`config.mk`:
```
export PLATFORM = sky130hd
export DESIGN_NAME = qspi_rx_deser_flat
export DESIGN_NICKNAME = d
export VERILOG_FILES = /design/src/rtl/qspi_rx_deser_if.sv /design/src/rtl/qspi_rx_deser.sv /design/src/flat_wrapper.sv
export SDC_FILE = /design/constraint.sdc
export NUM_CORES = 1
export LEC_CHECK = 0
export CORE_MARGIN = 4
export CORE_UTILIZATION = 45
export DETAILED_ROUTE_END_ITERATION = 8
export MAX_ROUTING_LAYER = met4
export PLACE_DENSITY = 0.67
export SYNTH_ARGS = -nofsm -noshare
export SYNTH_HDL_FRONTEND = slang
export SYNTH_SLANG_ARGS = --single-unit
export TNS_END_PERCENT = 1
```
`constraint.sdc`:
```
create_clock -name clk -period 2.11 [get_ports clk]
set_input_delay 0.211 -clock clk [delete_from_list [all_inputs] [get_ports clk]]
set_output_delay 0.211 -clock clk [all_outputs]
set_load 0.01 [all_outputs]
```
`src/rtl/qspi_rx_deser_if.sv`:
```
// Host-facing bundle of the QSPI receive deserializer: phase control, lane inputs
// and the byte stream handed to the host.
interface qspi_rx_deser_if #(
    parameter int LEN_W = 16
) ();
    logic             start;
    logic [LEN_W-1:0] len;
    logic [1:0]       mode;
    logic             abort;
    logic             sample_en;
    logic [3:0]       io_in;
    logic [7:0]       rx_data;
    logic             rx_valid;
    logic             rx_ready;
    logic             busy;
    logic             done;
    logic             overflow;

    modport master (
        output start, len, mode, abort, sample_en, io_in, rx_ready,
        input  rx_data, rx_valid, busy, done, overflow
    );

    modport slave (
        input  start, len, mode, abort, sample_en, io_in, rx_ready,
        output rx_data, rx_valid, busy, done, overflow
    );
endinterface

```
`src/rtl/qspi_rx_deser.sv`:
```
// QSPI read-data deserializer: shifts 1/2/4 lanes per sample strobe into MSB-first
// bytes and queues them in a small FIFO with a registered head for the host.
module qspi_rx_deser #(
    parameter int FIFO_DEPTH = 4,
    parameter int LEN_W      = 16
) (
    input  logic                  clk,
    input  logic                  rst_n,
    qspi_rx_deser_if.slave        bus
);
    localparam int PTR_W = $clog2(FIFO_DEPTH);
    localparam logic [PTR_W:0]   PTR_ONE = {{PTR_W{1'b0}}, 1'b1};
    localparam logic [LEN_W-1:0] LEN_ONE = {{(LEN_W-1){1'b0}}, 1'b1};

    typedef enum logic [1:0] {
        ST_IDLE = 2'd0,
        ST_RECV = 2'd1,
        ST_DONE = 2'd2
    } state_t;

    state_t           state_r;
    logic [1:0]       mode_r;
    logic [7:0]       shift_r;
    logic [2:0]       samp_cnt_r;
    logic [LEN_W-1:0] bytes_left_r;
    logic [7:0]       mem_r [FIFO_DEPTH];
    logic [PTR_W:0]   rd_ptr_r;
    logic [PTR_W:0]   wr_ptr_r;
    logic [7:0]       rx_data_r;
    logic             rx_valid_r;
    logic             busy_r;
    logic             done_r;
    logic             overflow_r;

    logic [7:0]       shift_s;
    logic [2:0]       last_samp_s;
    logic             sample_s;
    logic             complete_s;
    logic             full_s;
    logic             rd_en_s;
    logic             wr_en_s;
    logic [PTR_W:0]   rd_ptr_nxt_s;
    logic [PTR_W:0]   wr_ptr_nxt_s;
    logic [7:0]       head_s;

    // Lane shifting, byte completion and FIFO pointer/head look-ahead
    always_comb begin
        shift_s     = {shift_r[6:0], bus.io_in[1]};
        last_samp_s = 3'd7;
        case (mode_r)
            2'b01: begin
                shift_s     = {shift_r[5:0], bus.io_in[1:0]};
                last_samp_s = 3'd3;
            end
            2'b10: begin
                shift_s     = {shift_r[3:0], bus.io_in};
                last_samp_s = 3'd1;
            end
            default: begin
                shift_s     = {shift_r[6:0], bus.io_in[1]};
                last_samp_s = 3'd7;
            end
        endcase
        sample_s   = (state_r == ST_RECV) && bus.sample_en && !bus.abort;
        complete_s = sample_s && (samp_cnt_r == last_samp_s);
        full_s     = (rd_ptr_r[PTR_W-1:0] == wr_ptr_r[PTR_W-1:0]) &&
                     (rd_ptr_r[PTR_W] != wr_ptr_r[PTR_W]);
        rd_en_s    = rx_valid_r && bus.rx_ready;
        // A read frees the slot on the same edge, so a full FIFO can still accept
        wr_en_s    = complete_s && (!full_s || rd_en_s);
        if (rd_en_s) begin
            rd_ptr_nxt_s = rd_ptr_r + PTR_ONE;
        end else begin
            rd_ptr_nxt_s = rd_ptr_r;
        end
        if (wr_en_s) begin
            wr_ptr_nxt_s = wr_ptr_r + PTR_ONE;
        end else begin
            wr_ptr_nxt_s = wr_ptr_r;
        end
        if (wr_en_s && (rd_ptr_nxt_s == wr_ptr_r)) begin
            head_s = shift_s;
        end else begin
            head_s = mem_r[rd_ptr_nxt_s[PTR_W-1:0]];
        end
    end

    // Phase FSM, shift register, FIFO storage and registered outputs
    always_ff @(posedge clk or negedge rst_n) begin
        if (!rst_n) begin
            state_r      <= ST_IDLE;
            mode_r       <= 2'b00;
            shift_r      <= 8'hFF;
            samp_cnt_r   <= 3'd0;
            bytes_left_r <= {LEN_W{1'b0}};
            rd_ptr_r     <= {(PTR_W+1){1'b0}};
            wr_ptr_r     <= {(PTR_W+1){1'b0}};
            rx_data_r    <= 8'hFF;
            rx_valid_r   <= 1'b0;
            busy_r       <= 1'b0;
            done_r       <= 1'b0;
            overflow_r   <= 1'b0;
            for (int i = 0; i < FIFO_DEPTH; i++) begin
                mem_r[i] <= 8'h00;
            end
        end else if (bus.abort) begin
            state_r      <= ST_IDLE;
            shift_r      <= 8'hFF;
            samp_cnt_r   <= 3'd0;
            bytes_left_r <= {LEN_W{1'b0}};
            rd_ptr_r     <= {(PTR_W+1){1'b0}};
            wr_ptr_r     <= {(PTR_W+1){1'b0}};
            rx_valid_r   <= 1'b0;
            busy_r       <= 1'b0;
            done_r       <= 1'b0;
        end else begin
            if (wr_en_s) begin
                mem_r[wr_ptr_r[PTR_W-1:0]] <= shift_s;
            end
            rd_ptr_r   <= rd_ptr_nxt_s;
            wr_ptr_r   <= wr_ptr_nxt_s;
            rx_valid_r <= (rd_ptr_nxt_s != wr_ptr_nxt_s);
            if (rd_ptr_nxt_s != wr_ptr_nxt_s) begin
                rx_data_r <= head_s;
            end

            case (state_r)
                ST_IDLE: begin
                    done_r <= 1'b0;
                    if (bus.start) begin
                        mode_r     <= bus.mode;
                        overflow_r <= 1'b0;
                        samp_cnt_r <= 3'd0;
                        if (bus.len != {LEN_W{1'b0}}) begin
                            bytes_left_r <= bus.len;
                            state_r      <= ST_RECV;
                            busy_r       <= 1'b1;
                        end else begin
                            state_r <= ST_DONE;
                            done_r  <= 1'b1;
                        end
                    end
                end
                ST_RECV: begin
                    if (sample_s) begin
                        shift_r <= shift_s;
                        if (complete_s) begin
                            samp_cnt_r   <= 3'd0;
                            bytes_left_r <= bytes_left_r - LEN_ONE;
                            if (full_s && !rd_en_s) begin
                                overflow_r <= 1'b1;
                            end
                            if (bytes_left_r == LEN_ONE) begin
                                state_r <= ST_DONE;
                                busy_r  <= 1'b0;
                                done_r  <= 1'b1;
                            end
                        end else begin
                            samp_cnt_r <= samp_cnt_r + 3'd1;
                        end
                    end
                end
                ST_DONE: begin
                    state_r <= ST_IDLE;
                    done_r  <= 1'b0;
                end
                default: begin
                    state_r <= ST_IDLE;
                    busy_r  <= 1'b0;
                    done_r  <= 1'b0;
                end
            endcase
        end
    end

    assign bus.rx_data  = rx_data_r;
    assign bus.rx_valid = rx_valid_r;
    assign bus.busy     = busy_r;
    assign bus.done     = done_r;
    assign bus.overflow = overflow_r;
endmodule

```
`src/flat_wrapper.sv`:
```
// flat-port wrapper written by rule: the top's interface ports become plain ports
module qspi_rx_deser_flat 
#(
    parameter int FIFO_DEPTH = 4,
    parameter int LEN_W      = 16
)
  (clk, rst_n, bus_start, bus_len, bus_mode, bus_abort, bus_sample_en, bus_io_in, bus_rx_ready, bus_rx_data, bus_rx_valid, bus_busy, bus_done, bus_overflow);
  qspi_rx_deser_if #(.LEN_W(LEN_W)) bus_i ();
  input  logic clk;
  input  logic rst_n;
  input wire logic [$bits(bus_i.start)-1:0] bus_start;
  input wire logic [$bits(bus_i.len)-1:0] bus_len;
  input wire logic [$bits(bus_i.mode)-1:0] bus_mode;
  input wire logic [$bits(bus_i.abort)-1:0] bus_abort;
  input wire logic [$bits(bus_i.sample_en)-1:0] bus_sample_en;
  input wire logic [$bits(bus_i.io_in)-1:0] bus_io_in;
  input wire logic [$bits(bus_i.rx_ready)-1:0] bus_rx_ready;
  output wire logic [$bits(bus_i.rx_data)-1:0] bus_rx_data;
  output wire logic [$bits(bus_i.rx_valid)-1:0] bus_rx_valid;
  output wire logic [$bits(bus_i.busy)-1:0] bus_busy;
  output wire logic [$bits(bus_i.done)-1:0] bus_done;
  output wire logic [$bits(bus_i.overflow)-1:0] bus_overflow;
  assign bus_i.start = bus_start;
  assign bus_i.len = bus_len;
  assign bus_i.mode = bus_mode;
  assign bus_i.abort = bus_abort;
  assign bus_i.sample_en = bus_sample_en;
  assign bus_i.io_in = bus_io_in;
  assign bus_i.rx_ready = bus_rx_ready;
  assign bus_rx_data = bus_i.rx_data;
  assign bus_rx_valid = bus_i.rx_valid;
  assign bus_busy = bus_i.busy;
  assign bus_done = bus_i.done;
  assign bus_overflow = bus_i.overflow;
  qspi_rx_deser #(.FIFO_DEPTH(FIFO_DEPTH), .LEN_W(LEN_W)) u_core (.clk(clk), .rst_n(rst_n), .bus(bus_i));
endmodule
```
## Yosys cells after proc, flatten, opt, wreduce, memory -nomap -nowiden

Index checks and enable logic that the tools add are counted.
W data, S select, Z words.

| storage, ports and cells | value |
|---|---|
| register bits after elaboration | 80 |
| input port bits | 28 |
| output and inout port bits | 12 |
| word-level logic and storage cells | 129 |

| cells by class | value |
|---|---|
| add/sub/neg operators | 4 |
| magnitude comparators | 3 |
| equal/unequal tests | 20 |
| multiplexer cells | 54 |
| bitwise logic cells | 3 |
| reduce and logical (&&, ||, !) cells | 29 |

Operators with widths:

| operator | count |
|---|---|
| $mux W16 | 5 |
| $bwmux W32 | 1 |
| $mux W8 | 4 |
| $pmux W16 S2 | 1 |
| $mux W3 | 8 |
| $mux W7 | 3 |
| $mux W1 | 17 |
| $bmux W8 S2 | 1 |
| $demux W8 S2 | 1 |
| $eq A16 B1 Y1 const B | 1 |
| $pmux W8 S2 | 1 |
| $reduce_bool A16 Y1 | 1 |
| $sub A16 B1 Y16 const B | 1 |
| $mux W2 | 6 |
| $pmux W3 S2 | 2 |
| $reduce_and A6 Y1 | 2 |
| $add A3 B1 Y3 const B | 3 |
| $logic_and A1 B1 Y1 | 9 |
| $ne A3 B2 Y1 const B | 3 |
| $reduce_and A3 Y1 | 3 |
| $eq A3 B3 Y1 | 2 |
| $ge A3 B3 Y1 const B | 2 |
| $ne A2 B2 Y1 const B | 3 |
| $ne A3 B3 Y1 const B | 2 |
| other kinds (20) | 31 |

## Longest topological paths before layout

| depth | value |
|---|---|
| depth in word-level cells | 8 |
| depth in mapped cells | 10 |
| depth with buffers taken out | 7 |

## Worst setup path after synthesis

No wires, ideal clock.

| timing path | value |
|---|---|
| path type | reg2reg |
| start | reg u_core.rd_ptr_r[0] |
| end | reg u_core.rx_data_r[0], in the netlist u_core.bus.rx_data[0] |
| library setup time | 0.084 ns |
| data arrival time | 2.151 ns |
| required time | 2.026 ns |
| path slack | -0.125 ns |
| stages on the path, launching flop included | 9 |
| period minus slack after synthesis | 2.235 ns |
| path through | dfrtp_1 > ha_1 > nand3b_1 > mux4_2 > buf_6 > or3_1 > buf_2 > a31oi_1 > mux2i_1 |

| between the ends | value |
|---|---|
| cells in the longest elaborated chain, start to end | 8 |

Ends and longest elaborated chain:

| what | line | text |
|---|---|---|
| start: declaration | qspi_rx_deser.sv:27 | `logic [PTR_W:0] rd_ptr_r;` |
| start signal: assignment | qspi_rx_deser.sv:96 | `rd_ptr_r <= {(PTR_W+1){1'b0}};` |
| start signal: assignment | qspi_rx_deser.sv:111 | `rd_ptr_r <= {(PTR_W+1){1'b0}};` |
| start signal: assignment | qspi_rx_deser.sv:120 | `rd_ptr_r <= rd_ptr_nxt_s;` |
| parallel branches: the longest is 8 deep, another holds $add A3 B1 Y3 | - |  |
| end signal: assignment | qspi_rx_deser.sv:124 | `rx_data_r <= head_s;` |
| end: declaration | qspi_rx_deser.sv:29 | `logic [7:0] rx_data_r;` |

Parallel ways; which one is timed is not known. The select of a mux whose other input is x is not followed.
A chain may end at the register's enable or synchronous reset.

## Final worst setup path

| timing path | value |
|---|---|
| start | reg u_core.rd_ptr_r[1] |
| end | reg u_core.rx_data_r[7], in the netlist u_core.bus.rx_data[7] |

The elaborated chain is that of the path after synthesis.

==> out/metrics.yaml <==
outcome:
  status: "finished, violations left"
  violations: "negative setup slack"
run:
  maxCapViolCount: 0
placed_design:
  place_area_sq_mm: 0.00551
  dpl.hpwl_um: 8280
  place.gp.congestion: 0.855
  port_buffers: 39
  placedCellCount: 705
layout:
  nFillCells: 890
  syn_to_final_growth_pct: 29.4
  finalNonFillerCells: 725
  multi_input_area_sq_mm: 0.00250
  antennaDiodeCount: 0
  regArea_sq_mm: 0.00202
  stdcell_area_sq_mm: 0.00591
  nNetsFinal: 625
  drive_above_1_share_pct: 24.7
clock_tree:
  clk_latency_ns: 0.36
  numCtsBuffers: 9
  clkTransAtPathRegs_ns: 0.09
  clock_sinks: 80
  root_buffer: "clkbuf_8"
  clk_path_buf_depth: 2
  ctsHtreeMaxLevel: 3
  cts_tree: "done"
route:
  postRouteAntennaNets: 0
  route.top_layer_used: "met4"
  drt-total-wl_um: 11800
  vias_per_cell: 5.72
  dr_wl_met2_um: 5720
  wl_met3_um: 518
  vias: 4146
  drc_errors: 0
  dr.pass1.iters: 5
  drt-wirelength-per-cell_um: 16.3
  drt-met1-wl_um: 5420
  dr.first_iter.drc_count: 287
critical_path:
  critical_path_required_ns: 2.40
  critPathLaunchType: "flop"
  cp.arrival_ns: 2.53
  reg2reg_depth: 6
  cp_max_fo: 8
  endpoint_kind: "flop"
  path_class: "reg -> reg"
die:
  initial_core_util_pct: 46.5
  row_count: 36
  die_h_um: 109
  core_region_area_sq_mm: 0.00982
  io_pins: 40
  fp.dieW_um: 109
  design.die.area_sq_mm: 0.0118
logic_synthesis:
  syn_nets: 541
  synthCells: 503
  synth_area_sq_mm: 0.00457
  synth.avg_cell_area_sq_um: 9.08
  synth_warnings: 0
  ys_types: 58
  ys_ff_latch: 80
  async_flop_share_pct: 100
  synth-edff-count: 0
  synth-seq-area-share_pct: 44.2
  synthFlopType: "dfrtp_1"
grt:
  grt_pass1_wl_um: 20200
  grt_max_degree: 54
  grt_use_total_pct: 22.3
  grt.overflow.total: 0
  grt_pass1_vias: 4059
  antenna_found_initial: 0
pwr:
  vdd_drop_max_v: 0.000435
  cellLeakagePower_nw: 2.52
  finalPower_mw: 3.89
  powerDensity_mw_per_mm2: 658
timing:
  rsz0062_at_grt: "true"
  maxSlewViolCount: 0
  max_freq_ghz: 0.447
  fin_ws_ns: -0.128
  finClkSkew_ns: 0.00956
  relSlewSlack_pct: 43.0
  period_minus_slack_ns: 2.24
  tightest_slew_ns: 0.846
  min_period_over_period_pct: 106
  setup_viol_count_final: 21
  finalHoldViolations: 0
min_path:
  hp-class: "in -> async"
sequential cells by signal, indices dropped and copies added (netlist names):
register,count
u_core.state_r,2
u_core.samp_cnt_r,3
u_core.shift_r,7
u_core.bus.overflow,1
u_core.bus.busy,1
u_core.bus.done,1
u_core.bytes_left_r,16
u_core.wr_ptr_r,3
u_core.mode_r,2
u_core.mem_r,32
u_core.rd_ptr_r,3
u_core.bus.rx_data,8
u_core.bus.rx_valid,1
cells in the final DEF (no fill, tap or decap), types with 9 or more instances in the layout:
| master | netlist | final |
|---|---|---|
| buf_4 | 2 | 59 |
| nand3_1 | 38 | 38 |
| a21oi_1 | 11 | 10 |
| o31ai_1 | 10 | 10 |
| dfstp_2 | 15 | 15 |
| o21ai_0 | 76 | 69 |
| nand2_1 | 65 | 63 |
| dfrtp_1 | 65 | 65 |
| inv_1 | 15 | 14 |
| ha_1 | 10 | 9 |
| clkbuf_8 | 0 | 10 |
| clkdlybuf4s50_1 | 0 | 38 |
| a22o_1 | 10 | 10 |
| nor2_1 | 15 | 15 |
| nor4_1 | 14 | 10 |
routing by layer:
layer  GRT usage, %  vias to the layer above
li1               -                     2015
met1           30.1                     2001
met2           35.2                      113
met3           3.02                       17
met4           6.94                        0
met5              -                        -
cell usage after synthesis (2+ instances only):
library cell	count	area, sq um
o31ai_1	10	75.1
o21ai_0	76	380
a221o_1	5	50.1
a22o_1	10	87.6
buf_6	2	22.5
xnor2_1	8	70.1
clkbuf_1	22	82.6
a32o_1	2	20.0
a21bo_2	3	30.0
mux2i_1	8	80.1
a31oi_1	8	50.1
nor4_1	14	87.6
buf_2	8	40.0
nor2_1	15	56.3
ha_1	10	125
nand3_2	3	30.0
o211ai_1	8	60.1
inv_1	15	56.3
and2_1	3	18.8
dfrtp_1	65	1630
o41ai_1	3	26.3
or2_2	2	12.5
nand2b_1	5	31.3
nor3b_1	2	15.0
a21boi_0	4	30.0
nor3_1	6	30.0
mux2_2	4	45.0
nand3_1	38	190
buf_4	2	15.0
or4_4	2	22.5
o21a_1	3	22.5
o22ai_1	5	31.3
nand2_1	65	244
xor2_1	7	61.3
a211oi_1	3	22.5
or3_1	5	31.3
nand3b_1	5	37.5
dfstp_2	15	394
a21oi_1	11	55.1
nand4_1	3	18.8
logic make-up after synthesis:
group	after synthesis	synth area share, %
adders and majority gates	10	2.74
and+or+nand+nor	178	20.3
xor gates and xnor gates	15	2.88
AOI/OAI and AO/OA	157	21.9
buffers and inverters	50	4.82
muxes	13	3.23
DFF	80	44.2
per-stage QoR:
| step | util (%) | hold WS [ns] | TNS (ns) | setup slack (ns) |
|---|---|---|---|---|
| after global routing | 60.2 | 0.363 | -7.10 | -0.262 |
| after detailed placement | 56.1 | 0.171 | -10.06 | -0.338 |
| final | 60.2 | 0.339 | -1.31 | -0.128 |
| after CTS | 59.7 | 0.339 | -1.99 | -0.125 |
| after global placement | 56.1 | 0.173 | -6.95 | -0.256 |
| after floorplan | - | -0.0846 | -1.07 | -0.114 |
worst max-delay path: stages, from the launching register on:
cell and delay (ns):
dfrtp_1 0.39, ha_1 0.33, nand3b_1 0.17, mux4_2 0.54, or3_4 0.43, a31oi_2 0.20, mux2i_1 0.11
worst paths after layout:
check,from,slack (ns),end
min reg2reg,u_core.bus.rx_data[4],0.47,u_core.bus.rx_data[4]
min in group clk,bus_mode[1],0.40,u_core.mode_r[1]
max,u_core.rd_ptr_r[1],-0.13,u_core.bus.rx_data[7]
max reg2reg,u_core.rd_ptr_r[1],-0.13,u_core.bus.rx_data[7]
max in group asynchronous,rst_n,1.14,u_core.bus.rx_data[5]
min,rst_n,0.34,u_core.bytes_left_r[8]
where the power goes:
| group | total (mW) | internal [mW] | switching, mW |
|---|---|---|---|
| Combinational | 1.13 | 0.519 | 0.611 |
| Clock | 1.06 | 0.463 | 0.596 |
| Sequential | 1.70 | 1.64 | 0.0614 |
| Total | 3.89 | 2.62 | 1.27 |
area by class of cell:
class	instances	area share, %
multi-input cells	373	42.4
flip-flops and latches	80	34.2
repair buffers	107	16.6
well taps	133	2.82
clock buffers	10	2.33
inverters	16	1.02
clock inverters	6	0.720
what timing repair did:
action	in CTS	in global routing
pin swaps	6	2
gates cloned	2	0
hold buffers	1	0
endpoints found under the hold margin	20	0
buffers inserted	1	0
resized for setup	27	17
endpoints found under the setup margin	46	61
Power figures use the tool's default switching activity.
